==> config.mk <==
export PLATFORM = sky130hd
export DESIGN_NAME = dense_row_server
export DESIGN_NICKNAME = d
export VERILOG_FILES = /design/src/rtl/dense_pkg.sv /design/src/rtl/dense_tag_pipe.sv /design/src/rtl/dense_row_server.sv
export SDC_FILE = /design/constraint.sdc
export NUM_CORES = 1
export LEC_CHECK = 0
export BUFFER_PORTS_ARGS = -buffer_cell sky130_fd_sc_hd__buf_2
export CORE_MARGIN = 2
export CORE_UTILIZATION = 45
export CTS_CLUSTER_DIAMETER = 100
export DETAILED_ROUTE_END_ITERATION = 16
export GPL_TIMING_DRIVEN = 0
export PLACE_DENSITY = 0.74
export SYNTH_ARGS = -nofsm -noshare
export SYNTH_HDL_FRONTEND = slang
export SYNTH_HIERARCHICAL = 1
export SYNTH_SLANG_ARGS = --single-unit
==> constraint.sdc <==
create_clock -name clk -period 7 [get_ports clk]
set_input_delay 0 -clock clk [delete_from_list [all_inputs] [get_ports clk]]
set_output_delay 0 -clock clk [all_outputs]
set_load 0.01 [all_outputs]
==> src/rtl/dense_pkg.sv <==
// rtl/dense_pkg.sv - shared constants, FSM encoding and tag layout for the dense row server
package dense_pkg;

    localparam int DATA_W   = 32;
    localparam int ROW_W    = 10;
    localparam int NUM_ROWS = 560;
    localparam int ROW_LEN  = 560;
    localparam int PAIRS    = ROW_LEN / 2;
    localparam int MEM_AW   = 18;
    localparam int PIDX_W   = $clog2(PAIRS);

    localparam logic [1:0] ST_IDLE   = 2'd0;
    localparam logic [1:0] ST_STREAM = 2'd1;
    localparam logic [1:0] ST_DRAIN  = 2'd2;

    typedef struct packed {
        logic             valid;
        logic             last;
        logic [ROW_W-1:0] row;
    } tag_t;

    // row * PAIRS as a sum of shifted copies of row, one per set bit of PAIRS
    function automatic logic [MEM_AW-1:0] row_base(input logic [ROW_W-1:0] row);
        logic [MEM_AW-1:0] acc;
        acc = '0;
        for (int i = 0; i < PIDX_W; i++) begin
            if (PAIRS[i]) acc = acc + (MEM_AW'(row) << i);
        end
        return acc;
    endfunction

endpackage

==> src/rtl/dense_tag_pipe.sv <==
// rtl/dense_tag_pipe.sv - delay line carrying beat tags alongside bank read data
module dense_tag_pipe
    import dense_pkg::*;
#(
    parameter int DEPTH = 1,
    parameter int W     = $bits(tag_t)
) (
    input  logic         clk,
    input  logic         rst,
    input  logic [W-1:0] tag_in,
    output logic [W-1:0] tag_out,
    output logic         any_valid
);

    logic [W-1:0] stages [DEPTH];

    always_ff @(posedge clk) begin
        if (rst) begin
            for (int i = 0; i < DEPTH; i++) stages[i] <= '0;
        end else begin
            stages[0] <= tag_in;
            for (int i = 1; i < DEPTH; i++) stages[i] <= stages[i-1];
        end
    end

    // the valid flag is the top bit of every tag
    always_comb begin
        any_valid = 1'b0;
        for (int i = 0; i < DEPTH; i++) any_valid = any_valid | stages[i][W-1];
    end

    assign tag_out = stages[DEPTH-1];

endmodule

==> src/rtl/dense_row_server.sv <==
// rtl/dense_row_server.sv - streams requested dense-matrix rows as pairs from two interleaved banks
module dense_row_server
    import dense_pkg::*;
#(
    parameter int MEM_LAT = 1
) (
    input  logic              clk,
    input  logic              rst,
    input  logic              req_valid,
    input  logic [ROW_W-1:0]  req_row,
    output logic              req_ready,
    output logic              mem_en,
    output logic [MEM_AW-1:0] mem_addr,
    input  logic [DATA_W-1:0] mem_dout1,
    input  logic [DATA_W-1:0] mem_dout2,
    output logic [DATA_W-1:0] datain1,
    output logic [DATA_W-1:0] datain2,
    output logic              out_valid,
    output logic              out_last,
    output logic [ROW_W-1:0]  out_row,
    output logic              busy,
    output logic              err_range
);

    logic [1:0]        state;
    logic [PIDX_W-1:0] pidx;
    logic [MEM_AW-1:0] base;
    logic [ROW_W-1:0]  cur_row;
    logic              pend_full;
    logic [ROW_W-1:0]  pend_row;
    logic [1:0]        drain_cnt;

    logic              accept;
    logic              in_range;
    logic              acc_ok;
    logic              pidx_last;
    logic              load_en;
    logic              take_pend;
    logic              to_pend;
    logic [ROW_W-1:0]  load_row;

    tag_t              tag_in;
    tag_t              tag_out;
    logic              tag_busy;

    assign req_ready = !pend_full;
    assign accept    = req_valid && req_ready;
    assign in_range  = req_row < ROW_W'(NUM_ROWS);
    assign acc_ok    = accept && in_range;
    assign pidx_last = pidx == PIDX_W'(PAIRS - 1);

    // a new row may start whenever no row is mid-stream; the pending slot has priority
    always_comb begin
        load_en   = 1'b0;
        take_pend = 1'b0;
        load_row  = req_row;
        if (state != ST_STREAM || pidx_last) begin
            if (pend_full) begin
                load_en   = 1'b1;
                take_pend = 1'b1;
                load_row  = pend_row;
            end else if (acc_ok) begin
                load_en = 1'b1;
            end
        end
    end

    assign to_pend = acc_ok && !load_en;

    always_ff @(posedge clk) begin
        if (rst) begin
            state     <= ST_IDLE;
            pidx      <= '0;
            base      <= '0;
            cur_row   <= '0;
            pend_full <= 1'b0;
            pend_row  <= '0;
            drain_cnt <= '0;
            err_range <= 1'b0;
        end else begin
            err_range <= accept && !in_range;

            if (take_pend) begin
                pend_full <= 1'b0;
            end else if (to_pend) begin
                pend_full <= 1'b1;
                pend_row  <= req_row;
            end

            if (load_en) begin
                state   <= ST_STREAM;
                base    <= row_base(load_row);
                cur_row <= load_row;
                pidx    <= '0;
            end else begin
                case (state)
                    ST_STREAM: begin
                        if (pidx_last) begin
                            state     <= ST_DRAIN;
                            pidx      <= '0;
                            drain_cnt <= 2'(MEM_LAT - 1);
                        end else begin
                            pidx <= pidx + PIDX_W'(1);
                        end
                    end
                    ST_DRAIN: begin
                        if (drain_cnt == 2'd0) state <= ST_IDLE;
                        else drain_cnt <= drain_cnt - 2'd1;
                    end
                    default: ;
                endcase
            end
        end
    end

    assign mem_en   = state == ST_STREAM;
    assign mem_addr = mem_en ? base + MEM_AW'(pidx) : '0;

    always_comb begin
        tag_in.valid = mem_en;
        tag_in.last  = mem_en && pidx_last;
        tag_in.row   = mem_en ? cur_row : '0;
    end

    dense_tag_pipe #(
        .DEPTH (MEM_LAT),
        .W     ($bits(tag_t))
    ) u_tag_pipe (
        .clk       (clk),
        .rst       (rst),
        .tag_in    (tag_in),
        .tag_out   (tag_out),
        .any_valid (tag_busy)
    );

    assign out_valid = tag_out.valid;
    assign out_last  = tag_out.last;
    assign out_row   = tag_out.row;
    assign datain1   = tag_out.valid ? mem_dout1 : '0;
    assign datain2   = tag_out.valid ? mem_dout2 : '0;
    assign busy      = (state != ST_IDLE) || tag_busy;

endmodule
# [Word level (Yosys, flattened, before mapping)]
# Memories as Yosys holds them, arrays and structs flattened.
# Cells that the tools add are included.
[totals] ff_bits=53 ramBits=12 inputBits=77 memories=1
[op_classes] add_sub_neg=5 n_lt_le_gt_ge=1 n_eq_ne=9 mux=28 bitwise=2 reduce_logical=21
[mem_list] memory="u_tag_pipe.stages" words=1 width=12 rd=1 rd_clocked_by_memory_dff=0 write_ports=1 line_no="dense_tag_pipe.sv:15" text="logic [W-1:0] stages [DEPTH];"
[op_table] op="2-to-1 mux 18 bit" n=5
[op_table] op="2-to-1 mux 32 bit" n=2
[op_table] op="2-to-1 mux 10 bit" n=3
[op_table] op="adder 18 x 14 -> 18 bit" n=1
[op_table] op="adder 18 bit" n=1
[op_table] op="adder 18 x 9 -> 18 bit" n=1
[op_table] op="2-to-1 mux 12 bit" n=1
[op_table] op="OR reduction 12 bit" n=1
[op_table] op="less-than comparator 10 bit (second input constant)" n=1
[op_table] op="2-to-1 mux 1 bit" n=10
[op_table] op="adder 9 x 1 -> 9 bit (second input constant)" n=1
[op_table] op="== test 9 bit (second input constant)" n=1
[op_table] op="2-to-1 mux 9 bit" n=1
[op_table] op="2-to-1 mux 2 bit" n=4
[op_table] op="case mux 2 bit (2 select lines)" n=2
[op_table] op="AND reduction 3 bit" n=2
[op_table] op="logical AND 1 bit" n=5
[op_table] op="inequality test 2 x 1 -> 1 bit (second input constant)" n=2
[op_table] op="inequality test 2 bit (second input constant)" n=2
[op_table] op="AND reduction 4 bit" n=1
[op_table] op="nonzero test 2 bit" n=2
[op_table] op="OR reduction 2 bit" n=2
[op_table] op="zero test 1 bit" n=3
[op_table] op="inequality test 3 x 1 -> 1 bit (second input constant)" n=1
[op_table] op="other kinds (9)" n=11

# [Depth between registers and ports, before layout]
# Gate-level depths: netlist of the first run.
[depth] ltp_word=12 ltp_mapped=27 depth_no_buf=26

# [Modules after synthesis]
# Netlist of the first run, hierarchy kept.
[modules_own_cells] module="dense_row_server" instances=1 cells_per_inst=556 area_per_inst_um2=4169.0 seq_area_each_um2=980.9
[modules_own_cells] module="dense_tag_pipe" instances=1 cells_per_inst=26 area_per_inst_um2=374.1 seq_area_each_um2=240.2

# [Worst setup path after synthesis of the first run]
# OpenSTA, ideal clock, no wires.
[synth_timing] kind="reg2reg" from="register state[1]" to="register base[14]" arrival_time_ps=5017 required_time_ps=6926 slack_ps=1909 path_stages_with_launch=28 n_path_buf=2 period_less_slack_ps=5091 cell_sequence="dfxtp_1 -> inv_1 -> ha_1 -> clkinv_1 -> a21oi_1 -> clkbuf_1 -> nor2_1 -> or2_2 -> buf_2 -> nand2_1 -> nand2_1 -> ha_1 -> o21a_1 -> o2bb2ai_1 -> nand3_4 -> a31oi_1 -> nor2_1 -> o21a_1 -> o21ai_0 -> nand2b_1 -> xnor2_1 -> ha_1 -> nand3_1 -> o21ai_0 -> or3_1 -> maj3_2 -> or2_0 -> a31oi_1"
[synth_between] elab_chain_len=9 word_cells_on_any_way=10 cone_classes="2 x add/sub; 1 x eq/ne; 6 x mux; 1 x reduce/logical"
[synth_rtl] element="from (decl)" line_no="dense_row_server.sv:25" text="logic [1:0] state;"
[synth_rtl] element="from (signal assigned)" line_no="dense_row_server.sv:72" text="state <= ST_IDLE;"
[synth_rtl] element="from (signal assigned)" line_no="dense_row_server.sv:91" text="state <= ST_STREAM;"
[synth_rtl] element="from (signal assigned)" line_no="dense_row_server.sv:99" text="state <= ST_DRAIN;"
[synth_rtl] element="inequality test 2 x 1 -> 1 bit *" line_no="dense_row_server.sv:57" text="if (state != ST_STREAM || pidx_last) begin"
[synth_rtl] element="logical OR 1 bit *" line_no="dense_row_server.sv:57"
[synth_rtl] element="2-to-1 mux 10 bit" line_no="dense_row_server.sv:57"
[synth_rtl] element="2-to-1 mux 18 bit" line_no="dense_row_server.sv:90" text="if (load_en) begin"
[synth_rtl] element="2-to-1 mux 18 bit" line_no="dense_row_server.sv:71" text="if (rst) begin"
[synth_rtl] element="adder 18 x 14 -> 18 bit" line_no="dense_pkg.sv:27" text="if (PAIRS[i]) acc = acc + (MEM_AW'(row) << i);"
[synth_rtl] element="2-to-1 mux 18 bit" line_no="dense_row_server.sv:90"
[synth_rtl] element="2-to-1 mux 18 bit" line_no="dense_row_server.sv:71"
[synth_rtl] element="adder 18 bit" line_no="dense_pkg.sv:27"
[synth_rtl] element="to (signal assigned)" line_no="dense_row_server.sv:92" text="base <= row_base(load_row);"
[synth_rtl] element="to (decl)" line_no="dense_row_server.sv:27" text="logic [MEM_AW-1:0] base;"
# Every way passes the cells marked *; elsewhere a longest branch is shown, timed or not. The select of a mux whose other input is x is not followed.
# A chain may end at the register's enable or synchronous reset.

# [Worst setup path after layout of the first run]
[layout_timing] from="register state[1]" to="register base[14]"
[layout_between] elab_chain_len=9 word_cells_on_any_way=10 cone_classes="2 x add/sub; 1 x eq/ne; 6 x mux; 1 x reduce/logical"
[layout_rtl] element="inequality test 2 x 1 -> 1 bit *" line_no="dense_row_server.sv:57"
[layout_rtl] element="logical OR 1 bit *" line_no="dense_row_server.sv:57"
[layout_rtl] element="2-to-1 mux 10 bit *" line_no="dense_row_server.sv:57"
[layout_rtl] element="named net load_row[1]" line_no="dense_row_server.sv:40" text="logic [ROW_W-1:0] load_row;"
[layout_rtl] element="2-to-1 mux 18 bit" line_no="dense_row_server.sv:90"
[layout_rtl] element="2-to-1 mux 18 bit" line_no="dense_row_server.sv:71"
[layout_rtl] element="adder 18 x 14 -> 18 bit" line_no="dense_pkg.sv:27"
[layout_rtl] element="2-to-1 mux 18 bit" line_no="dense_row_server.sv:90"
[layout_rtl] element="2-to-1 mux 18 bit" line_no="dense_row_server.sv:71"
[layout_rtl] element="adder 18 bit *" line_no="dense_pkg.sv:27"
# Mark *: on every way through the listed nets, which the timed path passes. The rest lies on a longest branch. The select of a mux whose other input is x is not followed.

==> results of run 1 <==
-- worst max-delay path: stages (launching register included) --
cell       delay (ns)
dfxtp_1          0.32
inv_1            0.09
ha_1             0.20
clkinv_1         0.30
a21oi_1          0.33
clkbuf_1         0.41
nor2_1           0.12
a21oi_2          0.29
inv_2            0.11
ha_1             0.28
ha_1             0.28
o21a_1           0.19
o2bb2ai_1        0.22
nand3_4          0.11
a31oi_1          0.30
nor2_1           0.07
o21a_1           0.17
o21ai_0          0.14
nand2b_1         0.11
xnor2_1          0.14
ha_1             0.37
nand3_1          0.11
o21ai_0          0.09
or3_1            0.38
maj3_2           0.35
or2_0            0.23
a31oi_1          0.15
-- state kept, by name, indices dropped and copies added (netlist names) --
register           cells
pend_row              10
err_range              1
cur_row               10
base                  14
drain_cnt              2
state                  2
pidx                   9
pend_full              1
u_tag_pipe/stages     12
-- where the power goes --
| group | switching [mW] | total (mW) | internal (mW) |
|---|---|---|---|
| combinational | 0.198 | 0.343 | 0.144 |
| sequential | 0.0173 | 0.386 | 0.368 |
| clock | 0.152 | 0.354 | 0.202 |
-- routing by layer --
layer | up-vias | track usage [%] | share of wire [%]
met2 | 188 | 38.7 | 44
met4 | 0 | 5.31 | 1.5
met3 | 13 | 6.08 | 7.8
met5 | - | 0 | 0
li1 | 2383 | - | -
met1 | 2171 | 32.7 | 46
-- cell usage after synthesis (3+ instances only) --
master / n
o211ai_1: 5
xor2_1: 5
o21a_1: 4
inv_2: 3
a31oi_1: 4
or3_1: 7
and2_1: 80
ha_1: 24
nand2b_1: 5
buf_2: 4
inv_1: 20
o311ai_0: 3
a21oi_1: 33
a21o_1: 5
nand3_1: 16
mux2i_1: 17
and3_1: 3
o21ai_0: 21
a211oi_1: 12
nor2b_2: 8
clkbuf_1: 23
nor2_1: 62
nor2b_1: 5
nand4_1: 4
dfxtp_1: 61
nor3_1: 15
nand2_1: 54
xnor2_1: 18
-- stage by stage --
stage          cells  total power [mW]  hold WS (ns)  setup WS (ns)
5_1_grt          911              1.15        0.0566          0.586
6_report         911              1.08        0.0788           1.04
3_5_place_dp     887             0.727         0.257           1.12
4_1_cts          911              1.08        0.0610           1.07
2_1_floorplan    582             0.624         0.144           1.91
3_3_place_gp     887             0.719         0.245           1.18
-- what timing repair did --
item | 4_1_cts | 5_1_grt
hold buffers | 8 | 0
endpoints found under the hold margin | 8 | 0
buffers inserted | 0 | 0
-- how the worst min path moves through the flow --
stage                                                      to  slack, ns  depth (start not counted)
after floorplan                      pend_row[0]$_SDFFE_PP0P_       0.14                          2
after global placement               pend_row[0]$_SDFFE_PP0P_       0.24                          3
after detailed placement             pend_row[0]$_SDFFE_PP0P_       0.26                          3
after CTS                  u_tag_pipe/stages[0][9]$_SDFF_PP0_       0.06                          2
after global routing      u_tag_pipe/stages[0][11]$_SDFF_PP0_       0.06                          2
final                     u_tag_pipe/stages[0][11]$_SDFF_PP0_       0.08                          2
-- cells by family after synthesis --
logic type      share of synthesized area [%]
compound gates                           17.7
flops                                    26.9
buf+inv                                  5.15
xor+xnor                                 4.43
simple gates                             32.9
mux                                      5.04
fa+ha+maj                                7.96
-- layout make-up --
type                       instances  area (µm²)
fill                             906        3900
sequential                        61        1220
buffer                            31         140
inverter                          25        93.8
multi-input combinational        465        3090
tap                              133         166
clock inverter                     7        98.8
timing repair buffer             180         941
clock buffer                       9         124
==> flow_summary_export.csv, run 1 <==
group,metric,value,unit
global_routing,track_usage,24.1,%
yosys,synth_area,4540,µm²
run,drv_cap,0,
clocking,cts.repair.resized,0,
drt,drt-total-wl,13400,µm
drt,via_per_inst,5.22,
drt,num_vias,4755,
timing,slew_headroom,42.8,%
clocking,ctsRootBufferMaster,"clkbuf_8",
floorplanning,core_area,9770,µm²
timing,max_freq,168,MHz
drt,dr.pass1.iters,5,
worst_setup_path,crit_type,"flip-flop to flip-flop",
timing,tns,0,ns
yosys,synth_edf_count,0,
yosys,synth_cells,582,
timing,rsz0062_at_grt,"false",
floorplanning,start_util,46.5,%
yosys,dominantRegCellSynth,"dfxtp_1",
global_routing,antenna_found_initial,0,
floorplanning,ios,175,
clocking,cts_sinks,61,
timing,setup_viol,0,
worst_hold_path,hp-start,"rst",
finish,area_growth,29.3,%
worst_setup_path,r2r-start,"state[1]$_SDFFE_PP0P_",
yosys,yosysUniqueCellTypes,77,
drt,avgRoutedWirePerCell,14.7,µm
yosys,synthTopCellsByArea,"dfxtp_1 (27%), and2_1 (11%), ha_1 (6.6%), nor2_1 (5.1%), nand2_1 (4.5%)",
worst_setup_path,rr_endpoint,"base[14]$_SDFFE_PP0P_",
placement,place_congestion,0.934,
global_routing,grt_pass1_vias,4350,
worst_hold_path,hp-class,"input pin to flip-flop",
drt,antenna_left,0,
worst_setup_path,endpoint,"base[14]$_SDFFE_PP0P_",
worst_setup_path,startpoint,"state[1]$_SDFFE_PP0P_",
worst_setup_path,startpoint_type,"flip-flop",
finish,diodes,0,
floorplanning,rows,36,
yosys,avgSynthCellArea,7.81,µm²
global_routing,grt_pass1_wl,21600,µm
placement,placed_area,5570,µm²
clocking,htreeDepth,3,
floorplanning,dieArea,10900,µm²
placement,detailed_place_hpwl,10600,µm
finish,layout_commonest_cell,"buf_2",
yosys,synthDominantCellAreaShare,26.9,%
timing,period_needed,5.96,ns
yosys,synth_warnings,6,
clocking,clk_pin_slew_worst_paths,0.07,ns
power,power_density,184,nW/µm²
timing,max_slew.worst_pin.slew,0.836,ns
clocking,clockBufferDepth,2,
placement,numPortBuffers,172,
clocking,numCtsBuffers,9,
drt,drt-initial-drc-count,358,
timing,finalMaxSlewViolations,0,
finish,design_area,5870,µm²
finish,nets,876,
yosys,synth_nets,685,
finish,layout-drive-gt1-share,29.6,%
global_routing,grt_max_degree,13,
finish,layout_common_cells,"buf_2 (176), and2_1 (80), nor2_1 (62)",
worst_setup_path,path_max_fanout,10,
finish,utilization,60.1,%
timing,fin_crit_sh,85.1,%
clocking,clkLatencyLatePin,0.35,ns
power,p_leak,2.83,nW
worst_setup_path,r2r_slack,1.04,ns
yosys,synth-seq-cells,61,
worst_setup_path,required,7.27,ns
worst_setup_path,arrival,6.23,ns
yosys,synthArstFlopShare,0,%
power,vdd_drop_max,137,µV
worst_setup_path,critPathCaptureType,"flip-flop",
yosys,yosys.area.top_type,"dfxtp_1",
worst_setup_path,reg2reg_depth,26,
global_routing,gr-total-overflow,0,
outcome,status,"completed",
clocking,cts_tree,"done",
drt,drc,0,
floorplanning,die_h,104,µm
yosys,yosysSeqAreaShare,26.9,%
timing,skew,0.0124,ns
floorplanning,die-width,104,µm
timing,hold_viol,0,
Note: power is estimated with default switching activity, not from simulation.
==> run 2: changes to the inputs <==
--- a/config.mk
+++ b/config.mk
@@ -11,7 +11,7 @@
 export CTS_CLUSTER_DIAMETER = 100
 export DETAILED_ROUTE_END_ITERATION = 16
 export GPL_TIMING_DRIVEN = 0
-export PLACE_DENSITY = 0.74
+export PLACE_DENSITY_LB_ADDON = 0.1
 export SYNTH_ARGS = -nofsm -noshare
 export SYNTH_HDL_FRONTEND = slang
 export SYNTH_HIERARCHICAL = 1
==> run 2 against run 1 <==
  * Worst setup slack got worse by 0.021 ns
  * Worst hold slack got worse by 0.067 ns
  * Clock skew decreased by 0.0021 ns
  * Sequential share of layout area about the same
  * Count of clock-buffer cells in the layout increased by 1
  * Die area unchanged
  * Cell count unchanged
  * Critical path type unchanged
==> flow_summary_export.csv, run 2 (synthesized netlist as in run 1, its figures left out) <==
group,metric,value,unit
floorplanning,rows,36,
drt,drt-total-wl,14300,µm
placement,dp_cells,887,
clocking,cts_sinks,61,
worst_setup_path,critPathCaptureType,"flip-flop",
global_routing,grt_max_degree,12,
placement,numPortBuffers,172,
drt,drc,0,
outcome,status,"completed",
finish,nFillCells,913,
timing,whs,0.0115,ns
clocking,cts_setup_buffers,0,
finish,top_register,"base",
drt,dr.pass1.iters,5,
placement,detailed_place_hpwl,11700,µm
global_routing,track_usage,25.5,%
timing,slew_headroom,37.7,%
global_routing,grt_pass1_wl,22400,µm
power,p_leak,2.83,nW
clocking,cts_tree,"done",
drt,drt-initial-drc-count,290,
timing,hold_viol,0,
worst_setup_path,arrival,6.24,ns
global_routing,antenna_found_initial,1,
timing,period_needed,5.98,ns
power,vdd_drop_max,133,µV
worst_setup_path,path_max_fanout,10,
placement,place_congestion,0.893,
timing,max_freq,167,MHz
power,power_density,185,nW/µm²
finish,design_area,5870,µm²
timing,tns,0,ns
timing,finalMaxSlewViolations,0,
finish,final_cells,911,
drt,antenna_left,0,
clocking,clk_pin_slew_worst_paths,0.08,ns
clocking,clockBufferDepth,2,
global_routing,grt_pass1_vias,4427,
timing,setup_viol,0,
drt,via_per_inst,5.18,
finish,nets,875,
finish,layout_commonest_cell,"buf_2",
floorplanning,dieArea,10900,µm²
drt,avgRoutedWirePerCell,15.7,µm
clocking,clkLatencyLatePin,0.34,ns
finish,utilization,60.0,%
floorplanning,start_util,46.5,%
floorplanning,core_area,9770,µm²
worst_setup_path,startpoint_type,"flip-flop",
timing,rsz0062_at_grt,"false",
timing,skew,0.0103,ns
worst_setup_path,required,7.26,ns
floorplanning,ios,175,
worst_hold_path,hp-class,"input pin to flip-flop",
clocking,ctsRootBufferMaster,"clkbuf_8",
finish,largest_reg_flops,14,
timing,fin_crit_sh,85.4,%
floorplanning,die_h,104,µm
placement,placed_area,5570,µm²
timing,max_slew.worst_pin.slew,0.910,ns
finish,layout-drive-gt1-share,29.6,%
worst_setup_path,crit_type,"flip-flop to flip-flop",
floorplanning,die-width,104,µm
clocking,numCtsBuffers,9,
finish,largestRegisters,"base (14), u_tag_pipe/stages (12)",
finish,area_growth,29.1,%
run,drv_cap,0,
finish,layout_common_cells,"buf_2 (176), and2_1 (80), nor2_1 (62)",
global_routing,gr-total-overflow,0,
clocking,htreeDepth,3,
drt,num_vias,4715,
run 2: cell count changes in the layout (fill, tap and decap cells not counted), sizes merged:
cell / before / now
clkbuf: 32 / 33
diode: 0 / 1
dlygate4sd3: 8 / 7
inv: 24 / 23
run 2: final timing paths:
check	from	end	slack [ns]	cells after the start
min	req_row[5]	pend_row[5]$_SDFFE_PP0P_	0.01	3
max reg2reg	state[1]$_SDFFE_PP0P_	base[14]$_SDFFE_PP0P_	1.02	27
max	state[1]$_SDFFE_PP0P_	base[14]$_SDFFE_PP0P_	1.02	27
min reg2reg	cur_row[6]$_SDFFE_PP0P_	cur_row[6]$_SDFFE_PP0P_	0.46	2
run 2: cell type report:
type / instances / area (µm²) / share of cell area (%)
Multi-Input combinational cell: 465 / 3090 / 52.6
Sequential cell: 61 / 1220 / 20.8
Timing Repair Buffer: 179 / 931 / 15.9
Tap cell: 133 / 166 / 2.84
Buffer: 31 / 140 / 2.39
Clock buffer: 10 / 138 / 2.35
Inverter: 25 / 93.8 / 1.60
Clock inverter: 6 / 86.3 / 1.47
Antenna cell: 1 / 2.50 / 0.0427
run 2: timing repair:
action | 4_1_cts | 5_1_grt
hold buffers | 7 | 0
resized for setup | 0 | 0
hold endpoints to repair | 7 | 0
run 2: metrics by stage:
| stage | setup slack (ns) | total power, mW |
|---|---|---|
| after floorplan | 1.91 | 0.624 |
| after global placement | 1.21 | 0.718 |
| after global routing | 0.563 | 1.15 |
| after detailed placement | 1.07 | 0.728 |
| after CTS | 1.02 | 1.09 |
| final | 1.02 | 1.08 |
run 2: critical path, cell delays in order (launching register included):
cell       delay [ns]
dfxtp_1          0.32
inv_1            0.10
ha_1             0.21
clkinv_1         0.32
a21oi_1          0.33
clkbuf_1         0.39
nor2_1           0.17
or2_2            0.31
buf_2            0.16
nand2_1          0.09
nand2_1          0.07
ha_1             0.26
o21a_1           0.19
o2bb2ai_1        0.24
nand3_4          0.11
a31oi_1          0.29
nor2_1           0.07
o21a_1           0.17
o21ai_0          0.13
nand2b_1         0.13
xnor2_1          0.15
ha_1             0.36
nand3_1          0.11
o21ai_0          0.09
or3_1            0.38
maj3_2           0.34
or2_0            0.23
a31oi_1          0.16
run 2: metal layers:
layer / GRT usage (%) / routed length [µm]
met2: 45.6 / 7040
met3: 5.45 / 848
met5: 0 / 0
met4: 8.49 / 356
met1: 30.1 / 6060
run 2: power breakdown:
part | switching, mW | internal [mW]
registers | 0.0175 | 0.368
clock network | 0.147 | 0.210
logic | 0.197 | 0.143
==> run 3: changes to the inputs <==
==> constraint.sdc (replaced) <==
create_clock -name clk -period 7 [get_ports clk]
set_input_delay 0.7 -clock clk [delete_from_list [all_inputs] [get_ports clk]]
set_output_delay 0.7 -clock clk [all_outputs]
set_load 0.01 [all_outputs]
==> run 3 against run 2 <==
  * Sequential power about the same
  * Clock skew up 0.0017 ns
  * Count of clock-buffer cells in the layout unchanged
  * Combinational power about the same
  * Non-clock buffer count down 7
  * Worst setup slack better by 0.0024 ns
  * Clock power about the same
  * First-iteration DRC count down 18%
  * Cell count down 0.77%
  * Largest cell class unchanged
  * Highest routed layer unchanged
==> flow_summary_export.csv, run 3 (synthesized netlist as in run 1, its figures left out) <==
group,metric,value,unit
timing,setup_slack,1.02,ns
finish,utilization,59.3,%
worst_setup_path,path_max_fanout,10,
finish,area_growth,27.6,%
timing,max_freq,167,MHz
worst_setup_path,cpPeakStageDelay,0.39,ns
clocking,clkLatencyLatePin,0.34,ns
clocking,clk_pin_slew_worst_paths,0.08,ns
floorplanning,dieArea,10900,µm²
global_routing,grt_pass1_wl,22400,µm
timing,max_slew.worst_pin.slew,0.920,ns
worst_setup_path,arrival,6.23,ns
finish,layout_common_cells,"buf_2 (176), and2_1 (80), nor2_1 (62)",
finish,nFillCells,921,
worst_setup_path,crit_family,"simple AND/OR/NAND/NOR gates",
drt,wl_met1,5970,µm
drt,wl_met3,914,µm
worst_setup_path,startpoint_type,"flip-flop",
drt,wl_met2,7000,µm
drt,dr.pass1.iters,5,
floorplanning,ios,175,
timing,finalMaxSlewViolations,0,
timing,fin_crit_sh,85.4,%
timing,slew_headroom,37.1,%
clocking,ctsRootBufferMaster,"clkbuf_8",
clocking,cts_sinks,61,
placement,place_congestion,0.893,
placement,numPortBuffers,172,
placement,detailed_place_hpwl,11700,µm
finish,layout-drive-gt1-share,29.9,%
clocking,cts_tree,"done",
worst_setup_path,worst_path_max_delay_cell,"clkbuf_1",
finish,multi_input_area,3090,µm²
power,p_leak,2.80,nW
worst_setup_path,critPathCaptureType,"flip-flop",
floorplanning,die-width,104,µm
floorplanning,start_util,46.5,%
power,vdd_drop_max,132,µV
worst_setup_path,critical_path.most_common_cell,"ha_1",
finish,largestRegisters,"base (14), u_tag_pipe/stages (12)",
finish,top_register,"base",
placement,post-place-ws,1.07,ns
floorplanning,die_h,104,µm
worst_hold_path,hp-class,"flip-flop to flip-flop",
finish,design_area,5800,µm²
timing,tns,0,ns
timing,setup_viol,0,
drt,drt-initial-drc-count,238,
worst_setup_path,crit_type,"flip-flop to flip-flop",
placement,placed_area,5570,µm²
clocking,clockBufferDepth,2,
global_routing,grt_pass1_vias,4399,
drt,drc,0,
finish,largest_reg_flops,14,
clocking,cts.repair.resized,0,
drt,avgRoutedWirePerCell,15.8,µm
timing,rsz0062_at_grt,"false",
clocking,htreeDepth,3,
drt,drt-total-wl,14200,µm
drt,antenna_left,0,
clocking,hold_buffers,0,
drt,via_per_inst,5.22,
drt,num_vias,4721,
worst_setup_path,cp_num_buf_inv,4,
global_routing,grt_max_degree,12,
global_routing,track_usage,25.4,%
clocking,numCtsBuffers,9,
timing,skew,0.0120,ns
floorplanning,core_area,9770,µm²
finish,register_area,1220,µm²
drt,top_layer_used,"met4",
power,power_density,186,nW/µm²
finish,layout_commonest_cell,"buf_2",
timing,hold_viol,0,
power,p_total,1.08,mW
floorplanning,rows,36,
run,drv_cap,0,
finish,nets,868,
worst_setup_path,required,7.26,ns
outcome,status,"completed",
global_routing,gr-total-overflow,0,
global_routing,antenna_found_initial,1,
clocking,cts_setup_buffers,0,
timing,period_needed,5.98,ns
==> run 3: power by group <==
group / internal [mW] / switching, mW
clock: 0.210 / 0.146
combinational: 0.141 / 0.197
sequential: 0.368 / 0.0174
total: 0.719 / 0.360
==> run 3: tightest hold or removal path, stage by stage, from the launching register on <==
cell and delay [ns]:
dfxtp_1 0.31, nand2_1 0.05, a21oi_1 0.05
==> run 3: layout make-up <==
cell class	instances	share of cell area, %
Inverter	25	1.62
Sequential cell	61	21.1
Multi-Input combinational cell	465	53.3
Antenna cell	1	0.0432
Clock buffer	10	2.37
Buffer	31	2.42
Tap cell	133	2.87
Timing Repair Buffer	172	14.8
Clock inverter	6	1.49
==> run 3: metrics by stage <==
stage          instances  hold WS (ns)
2_1_floorplan        582         0.432
3_3_place_gp         887         0.441
3_5_place_dp         887         0.451
4_1_cts              903         0.461
5_1_grt              904         0.477
6_report             904         0.459
==> run 3: worst paths after layout <==
path,slack (ns),end,cells past startpoint,start
setup / recovery,1.02,base[14]$_SDFFE_PP0P_,27,state[1]$_SDFFE_PP0P_
hold / removal,0.46,cur_row[6]$_SDFFE_PP0P_,2,cur_row[6]$_SDFFE_PP0P_
setup reg to reg,1.02,base[14]$_SDFFE_PP0P_,27,state[1]$_SDFFE_PP0P_
hold reg to reg,0.46,cur_row[6]$_SDFFE_PP0P_,2,cur_row[6]$_SDFFE_PP0P_
==> run 3: layer usage <==
metal  vias to the layer above  global-route usage [%]
met5                         -                       0
met3                        25                    5.45
met4                         0                    8.49
li1                       2368                       -
met2                       178                    45.3
met1                      2150                    30.1
